$ cat src/rtl/disp_map_reader.sv
// Reads one frame of disparity words from BRAM port B and streams them out
// on a valid/ready interface through a 2-entry first-word-fall-through FIFO.
module disp_map_reader #(
    parameter int          NUM_WORDS = 1024,
    parameter int          ADDR_STEP = 4,
    parameter logic [31:0] BASE_ADDR = 32'h0
) (
    input  logic        clk,
    input  logic        rst,
    input  logic        start,
    output logic        en_bram,
    output logic [3:0]  we_bram,
    output logic [31:0] addr_bram,
    input  logic [31:0] dout_bram,
    output logic [31:0] m_data,
    output logic        m_valid,
    input  logic        m_ready,
    output logic        m_last,
    output logic        busy,
    output logic        done
);

    // state   | meaning
    // S_IDLE  | waiting for start
    // S_READ  | issuing reads while FIFO credit allows
    // S_DRAIN | all reads issued, waiting for the last beat to be accepted
    typedef enum logic [1:0] {S_IDLE, S_READ, S_DRAIN} state_t;

    localparam int IDX_W = (NUM_WORDS > 1) ? $clog2(NUM_WORDS) : 1;
    localparam logic [IDX_W-1:0] LAST_IDX = IDX_W'(NUM_WORDS - 1);

    state_t           state_q, state_d;
    logic [IDX_W-1:0] rd_idx_q, rd_idx_d;
    logic [31:0]      next_addr_q, next_addr_d;
    logic [31:0]      last_addr_q, last_addr_d;
    logic             inflight_q, inflight_last_q;
    logic             done_q, done_d;

    logic [31:0]      fifo_data_q [0:1];
    logic             fifo_last_q [0:1];
    logic             wr_ptr_q, rd_ptr_q;
    logic [1:0]       count_q;

    logic             pop, push, head_last, credit_ok, issue, is_last;
    logic [2:0]       occ;

    assign push      = inflight_q;
    assign m_valid   = (count_q != 2'd0);
    assign pop       = m_valid && m_ready;
    assign head_last = fifo_last_q[rd_ptr_q];
    assign m_data    = m_valid ? fifo_data_q[rd_ptr_q] : 32'h0;
    assign m_last    = m_valid && head_last;

    // Words already committed (buffered or in flight) minus the one leaving now.
    assign occ       = {1'b0, count_q} + {2'b00, inflight_q};
    assign credit_ok = occ < (3'd2 + {2'b00, pop});
    assign issue     = (state_q == S_READ) && credit_ok;
    assign is_last   = (rd_idx_q == LAST_IDX);

    assign en_bram   = issue;
    assign we_bram   = 4'b0000;
    assign addr_bram = issue ? next_addr_q : last_addr_q;
    assign busy      = (state_q != S_IDLE);
    assign done      = done_q;

    always_comb begin
        state_d     = state_q;
        rd_idx_d    = rd_idx_q;
        next_addr_d = next_addr_q;
        last_addr_d = last_addr_q;
        done_d      = 1'b0;
        case (state_q)
            S_IDLE: begin
                // The done cycle still blocks start so one pulse cannot retrigger.
                if (start && !done_q) begin
                    state_d     = S_READ;
                    rd_idx_d    = '0;
                    next_addr_d = BASE_ADDR;
                end
            end
            S_READ: begin
                if (issue) begin
                    rd_idx_d    = rd_idx_q + 1'b1;
                    next_addr_d = next_addr_q + 32'(ADDR_STEP);
                    last_addr_d = next_addr_q;
                    if (is_last) state_d = S_DRAIN;
                end
            end
            S_DRAIN: begin
                if (pop && head_last) begin
                    state_d = S_IDLE;
                    done_d  = 1'b1;
                end
            end
            default: state_d = S_IDLE;
        endcase
    end

    always_ff @(posedge clk) begin
        if (!rst) begin
            state_q         <= S_IDLE;
            rd_idx_q        <= '0;
            next_addr_q     <= BASE_ADDR;
            last_addr_q     <= BASE_ADDR;
            inflight_q      <= 1'b0;
            inflight_last_q <= 1'b0;
            done_q          <= 1'b0;
            wr_ptr_q        <= 1'b0;
            rd_ptr_q        <= 1'b0;
            count_q         <= 2'd0;
            fifo_data_q[0]  <= 32'h0;
            fifo_data_q[1]  <= 32'h0;
            fifo_last_q[0]  <= 1'b0;
            fifo_last_q[1]  <= 1'b0;
        end else begin
            state_q         <= state_d;
            rd_idx_q        <= rd_idx_d;
            next_addr_q     <= next_addr_d;
            last_addr_q     <= last_addr_d;
            inflight_q      <= issue;
            inflight_last_q <= issue && is_last;
            done_q          <= done_d;
            if (push) begin
                fifo_data_q[wr_ptr_q] <= dout_bram;
                fifo_last_q[wr_ptr_q] <= inflight_last_q;
                wr_ptr_q              <= ~wr_ptr_q;
            end
            if (pop) rd_ptr_q <= ~rd_ptr_q;
            count_q <= count_q + {1'b0, push} - {1'b0, pop};
        end
    end

endmodule

$ cat config.mk
export PLATFORM = sky130hd
export DESIGN_NAME = disp_map_reader
export DESIGN_NICKNAME = d
export VERILOG_FILES = /design/src/rtl/disp_map_reader.sv
export SDC_FILE = /design/constraint.sdc
export NUM_CORES = 1
export LEC_CHECK = 0
export ABC_AREA = 1
export CORE_ASPECT_RATIO = 1.1
export CORE_UTILIZATION = 33
export CTS_CLUSTER_DIAMETER = 200
export CTS_CLUSTER_SIZE = 16
export DETAILED_ROUTE_END_ITERATION = 12
export GPL_ROUTABILITY_DRIVEN = 0
export GPL_TIMING_DRIVEN = 0
export PLACE_DENSITY = 0.57
export SLEW_MARGIN = 20
export SYNTH_ARGS = -nofsm -noshare
export SYNTH_HDL_FRONTEND = slang
export SYNTH_SLANG_ARGS = --single-unit
$ cat constraint.sdc
create_clock -name clk -period 4.98 [get_ports clk]
set_input_delay 0.996 -clock clk [delete_from_list [all_inputs] [get_ports clk]]
set_output_delay 0.996 -clock clk [all_outputs]
set_load 0.005 [all_outputs]
; Yosys cells after proc, flatten, opt, wreduce, memory -nomap -nowiden
; Memory sizes are Yosys's and may differ from the RTL's. A register that Yosys moved wholly into a read port is not among the register bits.
; Index checks and enable logic that the tools add are counted.
[op_classes]
add_sub_neg = 6
magnitude_cmp = 1
n_eq_ne = 7
n_mux = 28
bitwise_logic = 2
n_reduce_logical = 16
[ops]
columns = op, n
row1 = $mux 32, 5
row2 = $pmux 32 s2, 1
row3 = $add 32x3->32 const B, 1
row4 = $reduce_or 32->1, 1
row5 = $mux 10, 2
row6 = $pmux 10 s2, 1
row7 = $mux 1, 14
row8 = $add 10x1->10 const B, 1
row9 = $eq 10x10->1 const B, 1
row10 = $mux 2, 4
row11 = $ne 2x2->1 const B, 4
row12 = $logic_and 1x1->1, 6
row13 = $pmux 2 s3, 1
row14 = $reduce_bool 2->1, 3
row15 = $reduce_and 4->1, 1
row16 = $add 2x1->3, 1
row17 = $add 2x1->3 const A, 1
row18 = $lt 3x3->1, 1
row19 = $reduce_and 3->1, 1
row20 = $add 2x1->2, 1
row21 = $eq 2x1->1 const B, 1
row22 = $eq 2x2->1 const B, 1
row23 = $logic_not 2->1, 1
row24 = $not 1->1, 2
row25 = other kinds (4), 4
[word_totals]
register_bits = 83
ram_bits = 66
input_bits = 36
output_inout_bits = 73
word_cells = 72
memories = 2
[mem_list]
columns = memory, depth, width, rd, rd_clocked_by_memory_dff, write_ports, line_no
row1 = fifo_data_q, 2, 32, 1, 1, 2, 39  ; logic [31:0] fifo_data_q [0:1];
row2 = fifo_last_q, 2, 1, 1, 1, 2, 40  ; logic fifo_last_q [0:1];

; Depth between registers and ports, before layout
; Gate-level depths: netlist (run 1).
[depth]
ltp_word = 7
ltp_mapped = 11
depth_no_buf = 10

; Worst setup path after synthesis (run 1)
; No wires, ideal clock.
[synth_timing]
kind = in2reg
start = input rst
end = memory fifo_data_q[0][0], enable pin
setup_ps = 478
arrival_ps = 2254
required_time_ps = 4502
setup_slack_ps = 2248
cell_stages = 4
n_path_buf = 2
path_cell_list = buf_2 -> nand3b_1 -> clkbuf_1 -> nand2_1
[synth_lines]
columns = item, line_no
row1 = from (decl), 9  ; input logic rst,
row2 = to (decl), 39

; Worst setup path in the final report (run 1)
[layout_timing]
start = input m_ready
end = output addr_bram[27]
[layout_between]
elab_chain_len = 5
[layout_rtl]
columns = item, line_no
row1 = from (decl), 17  ; input logic m_ready,
row2 = $logic_and 1x1->1, 49  ; assign pop = m_valid && m_ready;
row3 = $add 2x1->3, 56  ; assign credit_ok = occ < (3'd2 + {2'b00, pop});
row4 = $lt 3x3->1, 56
row5 = $logic_and 1x1->1, 57  ; assign issue = (state_q == S_READ) && credit_ok;
row6 = $mux 32, --
row7 = to (decl), 13  ; output logic [31:0] addr_bram,
; No other way between the ends.

==> results of run 1 <==
==> routing by layer <==
layer	up-vias	global-route usage, %	wire length [microns]
met1	2972	21.42	8623
met5	-	0	0
met2	150	30.03	9167
met3	43	3.690	891
li1	3339	-	-
met4	0	7.852	486
==> registers in the layout, summed over array words and instances, names as in the netlist, named ones only <==
register and count:
last_addr_q 32, rd_idx_q 10, fifo_last_q 2, state_q 2, fifo_data_q 64, rd_ptr_q 1, wr_ptr_q 1, inflight_last_q 1
next_addr_q 30, done 1, count_q 2, inflight_q 1
==> synthesized netlist by cell type (all sizes together) (5+ instances only) <==
master,instances,area [sq um]
edfxtp,64,1922
a21oi,64,320.3
nand2,284,1076
nor2,186,728.2
o21ai,42,210.2
nand3,41,222.7
and2,5,31.28
nor3,6,30.03
ha,6,75.07
buf,23,168.9
clkbuf,23,86.33
inv,162,608.1
dfxtp,84,1682
==> cell families after synthesis <==
family | count (synthesis) | synth area share (%)
buffers and inverters | 208 | 11.87
adders and majority gates | 6 | 1.032
xor gates and xnor gates | 4 | 0.4818
DFF | 148 | 49.54
other | 1 | 0.05156
AOI/OAI and AO/OA | 108 | 7.552
and+or+nand+nor | 530 | 29.47
==> stage by stage <==
stage	cell area, sq um	worst slack, ns	hold slack (ns)	std cells	util (%)
detailed placement	8738	0.9517	0.4396	1403	40.76
global placement	8678	0.8954	0.4359	1401	40.48
global route	9369	0.8222	0.4635	1435	43.70
floorplan	7284	2.248	0.4247	1008	-
CTS	9369	0.9294	0.4509	1435	43.70
finish	9369	0.9410	0.4490	1435	43.70
==> area by class of cell <==
type,instances,share of cell area (%)
Inverter,162,6.490
Sequential cell,148,38.46
Tap cell,290,3.873
Buffer,46,2.724
Timing Repair Buffer,105,11.59
Clock inverter,15,2.190
Multi-Input combinational cell,652,30.13
Clock buffer,17,4.541
==> worst max path at each step <==
stage | start | to | cells past startpoint
global placement | m_ready | addr_bram[27] | 8
floorplan | rst | fifo_data_q[0][0] | 4
finish | m_ready | addr_bram[27] | 8
detailed placement | m_ready | addr_bram[27] | 8
CTS | m_ready | addr_bram[27] | 8
global route | m_ready | addr_bram[27] | 8
==> worst max-delay path, cell delays in order <==
cell	delay [ns]
clkdlybuf4s50_1	0.48
nand3_1	0.13
nand2_2	0.07
nand3_4	0.09
clkbuf_1	0.48
o21ai_1	0.19
inv_1	0.09
clkdlybuf4s50_1	0.50
==> where the power goes <==
part | internal [mW] | leakage, nW | switching [mW]
combinational | 0.370 | 2.50 | 0.445
sequential | 1.35 | 1.35 | 0.0283
clock | 0.771 | 0.305 | 0.593
total | 2.49 | 4.15 | 1.07
==> impl_metrics.env, run 1 <==
export IMPL_post_cts_resize_count=0
export IMPL_pin_count=109
export IMPL_fill_cells=2230
export IMPL_outcome="completed"
export IMPL_ir_drop_mv=0.2519
export IMPL_dr_total_vias=6504
export IMPL_drive_above_1_share_pct=6.638
export IMPL_p_per_area_mw_per_mm2=379.4
export IMPL_avgSynthCellArea_sq_um=7.237
export IMPL_tightest_slew_ns=0.6319
export IMPL_hold_path_end="last_addr_q[0]"
export IMPL_rsz0062_at_grt="false"
export IMPL_critical_path_class="primary input to output pin"
export IMPL_clockBufferDepth=2
export IMPL_wl_per_cell_microns=13.36
export IMPL_cp_required_ns=3.98
export IMPL_setup_viol=0
export IMPL_setup_tns_ns=0
export IMPL_clk_pin_slew_ns=0.07
export IMPL_r2r_end="fifo_data_q[0][13]"
export IMPL_first_global_vias=6091
export IMPL_dr_pass1_iters=7
export IMPL_antenna_found_initial=0
export IMPL_drv_slew=0
export IMPL_synth_edf_count=64
export IMPL_multi_input_area_sq_mm=0.002823
export IMPL_p_total_mw=3.555
export IMPL_r2r_start="inflight_q"
export IMPL_die_h_microns=157.7
export IMPL_avgViaCountPerCell=4.532
export IMPL_grt_pass1_wl_microns=30540
export IMPL_yosysWarnings=0
export IMPL_tritoncts="built"
export IMPL_reg2reg_slack_ns=2.88
export IMPL_areaGrowthSynthToFinish_pct=28.81
export IMPL_n_antenna_cell=0
export IMPL_cts_setup_buffers=0
export IMPL_h_tree_depth=4
export IMPL_cts_made_buffers=17
export IMPL_drtIter0Drc=342
export IMPL_port_buffer_count=103
export IMPL_holdPathStages=2
export IMPL_clock_latency_ns=0.44
export IMPL_holdBufCountCts=0
export IMPL_worstHoldStart="last_addr_q[0]"
export IMPL_crit_path_max_fanout=10
export IMPL_min_path_type="flop to flop"
export IMPL_crit_path_end_kind="output pin"
export IMPL_synthCells=1005
export IMPL_drc_errors=0
export IMPL_nets=1174
export IMPL_fin_crit_ns=4.039
export IMPL_fin_skew_ns=0.01119
export IMPL_grt_max_degree=23
export IMPL_yosysSeqAreaShare_pct=49.54
export IMPL_synth_area_sq_mm=0.007273
export IMPL_finalCritPeriodShare_pct=81.10
export IMPL_ys_types=32
export IMPL_cap_violations=0
export IMPL_final_cell_mix="278 x nand2_1, 178 x nor2_1, 158 x inv_1, 103 x clkdlybuf4s50_1, 84 x dfxtp_1"
export IMPL_ys_async_sr_fraction_pct=0
export IMPL_p_leak_nw=4.148
export IMPL_relSlewSlack_pct=57.87
export IMPL_ant_nets=0
export IMPL_cts_root_buffer="clkbuf_16"
export IMPL_clock_sinks=148
export IMPL_ys_seq_elements=148
export IMPL_hpwl_microns=13450
export IMPL_synth_flop_cell="dfxtp_1"
export IMPL_seq_area_sq_mm=0.003603
export IMPL_reg2reg_depth=4
export IMPL_num_rows=56
export IMPL_die_area_sq_mm=0.02264
export IMPL_hold_viol=0
export IMPL_mostFrequentLayoutCell="nand2_1"
export IMPL_overflow=0
export IMPL_cp_start_kind="primary input"
export IMPL_fmax_mhz=247.6
export IMPL_grt_util_all_layers_pct=17.66
export IMPL_chipWidth_microns=143.6
export IMPL_initial_core_util_pct=33.92
export IMPL_critical_path_arrival_ns=3.04
export IMPL_fp_coreArea_sq_mm=0.02144
export IMPL_routed_wirelength_microns=19170
(Power assumes the default switching activity.)
==> run 2: changes to the inputs <==
Clock period 4.98 ns to 3.88 ns, I/O delays scaled along.
==> results of run 2 <==
The final DEF is identical to that of run 1. Status: completed.
Among the figures that moved: setup slack after placement 0.9517 ns -> 0.2917 ns; setup slack after layout 0.9410 ns -> 0.2810 ns; register-to-register setup slack 2.88 ns -> 1.78 ns; total power 3.555 mW -> 4.563 mW; worst IR drop on VDD 0.2519 mV -> 0.3233 mV
